[src/rtl/hazard_pkg.sv]
// Shared definitions for the pipeline hazard / forwarding controller.
package hazard_pkg;

  // E-stage ALU operand forward selects
  localparam logic [1:0] FWD_RD = 2'b00;
  localparam logic [1:0] FWD_W  = 2'b01;
  localparam logic [1:0] FWD_M  = 2'b10;

  // Default mult/div latencies
  localparam int MULT_CYCLES_DEF = 5;
  localparam int DIV_CYCLES_DEF  = 10;

  typedef enum logic {
    MD_IDLE = 1'b0,
    MD_BUSY = 1'b1
  } md_state_t;

  // A producer "hits" a source when it writes a non-$0 register equal to it.
  function automatic logic reg_hit(input logic we, input logic [4:0] dst,
                                   input logic [4:0] src);
    return we && (dst != 5'd0) && (dst == src);
  endfunction

endpackage

[src/rtl/hazard_ctrl_md_busy_timer.sv]
// Mult/div busy timer: busy is high for exactly N cycles after a start is
// sampled in IDLE. Starts seen while busy are ignored.
module md_busy_timer
  import hazard_pkg::*;
#(
  parameter int MULT_CYCLES = MULT_CYCLES_DEF,
  parameter int DIV_CYCLES  = DIV_CYCLES_DEF
) (
  input  logic clk,
  input  logic reset,
  input  logic start,
  input  logic is_div,
  output logic busy
);

  localparam int MAXC = (DIV_CYCLES > MULT_CYCLES) ? DIV_CYCLES : MULT_CYCLES;
  localparam int CW   = ($clog2(MAXC) < 4) ? 4 : $clog2(MAXC);
  localparam logic [CW-1:0] MULT_LD = CW'(MULT_CYCLES - 1);
  localparam logic [CW-1:0] DIV_LD  = CW'(DIV_CYCLES - 1);

  md_state_t     state;
  logic [CW-1:0] cnt;

  // Two-state FSM with a down-counter; busy is registered alongside state.
  always_ff @(posedge clk or posedge reset) begin
    if (reset) begin
      state <= MD_IDLE;
      cnt   <= '0;
      busy  <= 1'b0;
    end else begin
      case (state)
        MD_IDLE: if (start) begin
          state <= MD_BUSY;
          busy  <= 1'b1;
          cnt   <= is_div ? DIV_LD : MULT_LD;
        end
        MD_BUSY: if (cnt != '0) begin
          cnt <= cnt - CW'(1);
        end else begin
          state <= MD_IDLE;
          busy  <= 1'b0;
        end
        default: begin
          state <= MD_IDLE;
          busy  <= 1'b0;
        end
      endcase
    end
  end

endmodule

[src/rtl/hazard_ctrl.sv]
// Hazard and forwarding controller for the 5-stage MIPS pipeline.
// Optional: define HAZARD_STATS_EN to build the saturating stall counter;
// otherwise stall_count is tied to zero.
module hazard_ctrl
  import hazard_pkg::*;
#(
  parameter int MULT_CYCLES = MULT_CYCLES_DEF,
  parameter int DIV_CYCLES  = DIV_CYCLES_DEF
) (
  input  logic        clk,
  input  logic        reset,
  input  logic [4:0]  rs_D,
  input  logic [4:0]  rt_D,
  input  logic [4:0]  rs_E,
  input  logic [4:0]  rt_E,
  input  logic [4:0]  write_reg_E,
  input  logic [4:0]  write_reg_M,
  input  logic [4:0]  write_reg_W,
  input  logic        reg_write_E,
  input  logic        reg_write_M,
  input  logic        reg_write_W,
  input  logic        mem_to_reg_E,
  input  logic        mem_to_reg_M,
  input  logic        branch_D,
  input  logic        md_start_E,
  input  logic        md_is_div_E,
  input  logic        md_use_D,
  output logic [1:0]  ForwardA_E,
  output logic [1:0]  ForwardB_E,
  output logic        ForwardA_D,
  output logic        ForwardB_D,
  output logic        stall_F,
  output logic        stall_D,
  output logic        flush_E,
  output logic        md_busy,
  output logic [31:0] stall_count
);

  logic lw_stall, br_stall, md_stall, stall;

  // E-stage forward selects; the younger result in M wins over W.
  always_comb begin
    ForwardA_E = FWD_RD;
    if (reg_hit(reg_write_M, write_reg_M, rs_E))      ForwardA_E = FWD_M;
    else if (reg_hit(reg_write_W, write_reg_W, rs_E)) ForwardA_E = FWD_W;
    ForwardB_E = FWD_RD;
    if (reg_hit(reg_write_M, write_reg_M, rt_E))      ForwardB_E = FWD_M;
    else if (reg_hit(reg_write_W, write_reg_W, rt_E)) ForwardB_E = FWD_W;
  end

  // Branch comparator bypass from the M-stage ALU result.
  always_comb begin
    ForwardA_D = reg_hit(reg_write_M, write_reg_M, rs_D);
    ForwardB_D = reg_hit(reg_write_M, write_reg_M, rt_D);
  end

  // Stall sources: load-use, branch operand not yet available, HI/LO busy.
  always_comb begin
    lw_stall = mem_to_reg_E && (reg_hit(reg_write_E, write_reg_E, rs_D) ||
                                reg_hit(reg_write_E, write_reg_E, rt_D));
    br_stall = branch_D && (reg_hit(reg_write_E, write_reg_E, rs_D)  ||
                            reg_hit(reg_write_E, write_reg_E, rt_D)  ||
                            reg_hit(mem_to_reg_M, write_reg_M, rs_D) ||
                            reg_hit(mem_to_reg_M, write_reg_M, rt_D));
    md_stall = md_use_D && (md_busy || md_start_E);
    stall    = lw_stall | br_stall | md_stall;
    stall_F  = stall;
    stall_D  = stall;
    flush_E  = stall;
  end

  md_busy_timer #(
    .MULT_CYCLES(MULT_CYCLES),
    .DIV_CYCLES (DIV_CYCLES)
  ) u_md_timer (
    .clk   (clk),
    .reset (reset),
    .start (md_start_E),
    .is_div(md_is_div_E),
    .busy  (md_busy)
  );

`ifdef HAZARD_STATS_EN
  // Saturating count of cycles in which D was held.
  always_ff @(posedge clk or posedge reset) begin
    if (reset)                                    stall_count <= '0;
    else if (stall_D && (stall_count != '1))      stall_count <= stall_count + 32'd1;
  end
`else
  assign stall_count = '0;
`endif

endmodule
[config.mk]
export PLATFORM = sky130hd
export DESIGN_NAME = hazard_ctrl
export DESIGN_NICKNAME = d
export VERILOG_FILES = /design/src/rtl/hazard_pkg.sv /design/src/rtl/hazard_ctrl_md_busy_timer.sv /design/src/rtl/hazard_ctrl.sv
export SDC_FILE = /design/constraint.sdc
export NUM_CORES = 1
export LEC_CHECK = 0
export BUFFER_PORTS_ARGS = -buffer_cell sky130_fd_sc_hd__buf_2
export CORE_MARGIN = 2
export CORE_UTILIZATION = 35
export CTS_CLUSTER_SIZE = 24
export DETAILED_ROUTE_END_ITERATION = 6
export GPL_TIMING_DRIVEN = 0
export PLACE_DENSITY = 0.78
export SYNTH_ARGS = -nofsm -noshare
export SYNTH_HDL_FRONTEND = slang
export SYNTH_SLANG_ARGS = --single-unit
[constraint.sdc]
create_clock -name clk -period 2.9 [get_ports clk]
set_input_delay 0.145 -clock clk [delete_from_list [all_inputs] [get_ports clk]]
set_output_delay 0.145 -clock clk [all_outputs]
set_load 0.02 [all_outputs]
==> results.py <==
metrics = {
    "status": {
        "status": "finished, final reports clean",
    },
    "clock_network": {
        "cts_max_path_buffers": 2,
        "cts_buffers": 3,
        "h-tree-depth": 1,
        "cts_tree": "built",
        "cts_num_sinks": 6,
        "clk_latency_ns": 0.24,
        "cts-root-buf": "clkbuf_4",
        "post_cts_resized": 0,
        "clk_pin_slew_ns": 0.04,
    },
    "sta": {
        "finalCritPeriodShare_pct": 53.9,
        "finalHoldViolations": 0,
        "finClkSkew_ns": 0.00198,
        "drv_slew": 0,
        "grt_setup_unrepaired": "false",
        "fin_crit_ns": 1.56,
        "clock.fmax_mhz": 640,
        "tns_ns": 0,
        "setup_viol": 0,
    },
    "synth": {
        "synth_ff_type": "dfrtp_1",
        "async_reset_ff_share_pct": 100,
        "yosys.area.top_type": "buf_4",
        "synth_cell_types": 28,
        "synth_area_leaders": "buf_4, xor2_1, xnor2_1, dfrtp_1, nand3_1",
        "ys_ff_latch": 6,
        "synth_warnings": 0,
        "yosysMostFrequentCell": "buf_4",
        "synth_edf_count": 0,
        "synth_common_cells": "buf_4, xor2_1, xnor2_1",
        "syn_inst": 141,
        "yosysSeqAreaShare_pct": 13.4,
        "synth_top_area_share_pct": 25.4,
        "synth_area_per_cell_um2": 7.96,
        "syn_area_mm2": 0.00112,
    },
    "placed_design": {
        "place_area_mm2": 0.00154,
        "post-dp-hpwl_um": 2290,
        "finalWeightedCongestion": 0.802,
        "portBuffers": 50,
    },
    "finish": {
        "syn_to_final_growth_pct": 40.5,
        "final_nets": 275,
        "num_antenna_cells": 0,
        "fin_area_mm2": 0.00158,
        "regArea_um2": 150,
        "multi_input_area_um2": 776,
        "drive_above_1_share_pct": 42.0,
        "n_fill_cell": 328,
    },
    "power": {
        "p_int_mw": 0.342,
        "clkPwrFrac_pct": 12.5,
        "vdd_drop_max_uv": 314,
        "swShare_pct": 44.2,
        "p_seq_share_pct": 27.1,
        "switchingPower_mw": 0.271,
        "p_comb_share_pct": 60.3,
        "p_per_area_mw_per_mm2": 389,
        "leakage_nw": 0.843,
    },
    "global_routing": {
        "overflow": 0,
        "antenna_found_initial": 0,
        "grt_pass1_wl_um": 3820,
        "grt_max_degree": 7,
        "grt_util_all_layers_pct": 13.6,
        "grt_pass1_vias": 975,
    },
    "critical_path": {
        "endpoint_kind": "primary output",
        "crit_arrival_ns": 1.42,
        "cp-start-kind": "input pin",
        "cp_max_fo": 5,
        "critPathKind": "in2out",
        "critical_path_required_ns": 2.76,
    },
    "detailed_routing": {
        "wl_met3_um": 194,
        "wl_um": 2510,
        "routed-via-count": 1071,
        "top_layer": "met4",
        "first_iter_violations": 10,
        "drc_errors": 0,
        "antenna_left": 0,
        "post_drt_wl_per_cell_um": 9.31,
        "wl_met2_um": 1300,
        "dr.pass1.iters": 4,
        "wl_met1_um": 999,
        "vias_per_cell": 3.97,
    },
    "floorplanning": {
        "ios": 88,
        "rows": 20,
        "die_h_um": 60.6,
        "fp.dieW_um": 60.6,
        "initial_utilization_pct": 36.8,
        "core-area_mm2": 0.00305,
        "die_area_mm2": 0.00368,
    },
    "run": {
        "maxCapViolCount": 0,
    },
    "hold_path": {
        "hp-class": "in2reg",
    },
}
==> layout make-up <==
type / count / area share (%)
well taps: 44 / 3.49
inverters: 6 / 1.43
plain buffers: 39 / 18.4
clock buffers: 3 / 1.43
flip-flops and latches: 6 / 9.52
repair buffers: 51 / 16.5
multi-input cells: 121 / 49.2
==> power groups by stage <==
stage	clock network, mW	registers (mW)	logic [mW]
floorplan	0	0.166	0.276
global placement	0	0.164	0.365
detailed placement	0	0.167	0.370
CTS	0.0808	0.166	0.373
global route	0.0835	0.174	0.415
finish	0.0769	0.167	0.370
==> cell usage in the layout (no fill, tap or decap) <==
cell,count
buf_2,51
buf_4,38
conb_1,32
xor2_1,23
xnor2_1,18
inv_1,6
nand2_1,6
nor3_1,6
nand3_1,6
dfrtp_1,6
o21ai_0,4
or4_1,4
nor4_1,3
clkbuf_4,3
a31oi_1,2
nor2_1,2
nor4_2,2
nor2b_1,2
nand2b_1,1
o21ai_2,1
o22ai_1,1
o21bai_1,1
o31ai_1,1
o21ai_1,1
o221ai_1,1
o2111ai_1,1
o211ai_1,1
a211o_1,1
ha_1,1
dlygate4sd3_1,1
==> repair_timing <==
item | 4_1_cts | 5_1_grt
hold endpoints to repair | 6 | 0
buffers inserted | 0 | 0
hold buffers | 1 | 0
==> state kept, by name, indices dropped and copies added (netlist names) <==
| name | flops |
|---|---|
| u_md_timer.busy | 1 |
| u_md_timer.state | 1 |
| u_md_timer.cnt | 4 |
==> metal layers <==
layer / global-route usage (%) / vias to the layer above
met1: 13.4 / 450
met5: 0 / -
li1: - / 578
met4: 4.66 / 0
met3: 3.20 / 2
met2: 27.2 / 41
==> kinds of logic (layout without fill, tap and decap cells) <==
family,after synthesis,in the layout,share of synthesized area [%]
other,1,32,0.334
flip-flops,6,6,13.4
AO/OA/AOI/OAI,15,15,9.03
XOR/XNOR,41,41,32.0
buffers and inverters,45,99,27.9
AND/OR/NAND/NOR,32,32,16.3
adder cells (fa/ha/maj),1,1,1.11
==> path summary, 6_finish.rpt <==
path                                                    start                             to  cells after the start  slack, ns
worst min register to register    u_md_timer.busy$_DFFE_PP0P_    u_md_timer.busy$_DFFE_PP0P_                      2       0.52
worst min-delay path                              md_is_div_E  u_md_timer.cnt[2]$_DFFE_PP0P_                      2       0.11
min in group asynchronous                               reset    u_md_timer.busy$_DFFE_PP0P_                      3       0.36
max in group asynchronous                               reset  u_md_timer.cnt[2]$_DFFE_PP0P_                      3       2.34
worst max register to register  u_md_timer.cnt[0]$_DFFE_PP0P_  u_md_timer.cnt[3]$_DFFE_PP0P_                      7       1.43
worst max-delay path                           write_reg_M[4]                        stall_D                      8       1.34
==> per-stage QoR <==
step | total power [mW] | util [%] | instances | setup slack, ns | hold slack [ns]
detailed placement | 0.537 | 50.6 | 266 | 1.31 | 0.0672
global placement | 0.529 | 50.6 | 266 | 1.31 | 0.0661
global route | 0.673 | 51.6 | 270 | 1.18 | 0.126
finish | 0.614 | 51.6 | 270 | 1.34 | 0.114
CTS | 0.620 | 51.6 | 270 | 1.30 | 0.109
floorplan | 0.442 | - | 172 | 1.17 | -0.0640
==> worst max-delay path, stage by stage <==
cell and delay [ns]:
buf_2 0.14, xnor2_1 0.15, nand3_1 0.09, nor3_1 0.26
o2111ai_1 0.15, o211ai_1 0.17, buf_4 0.16, buf_2 0.15
Power figures use the tool's default switching activity.
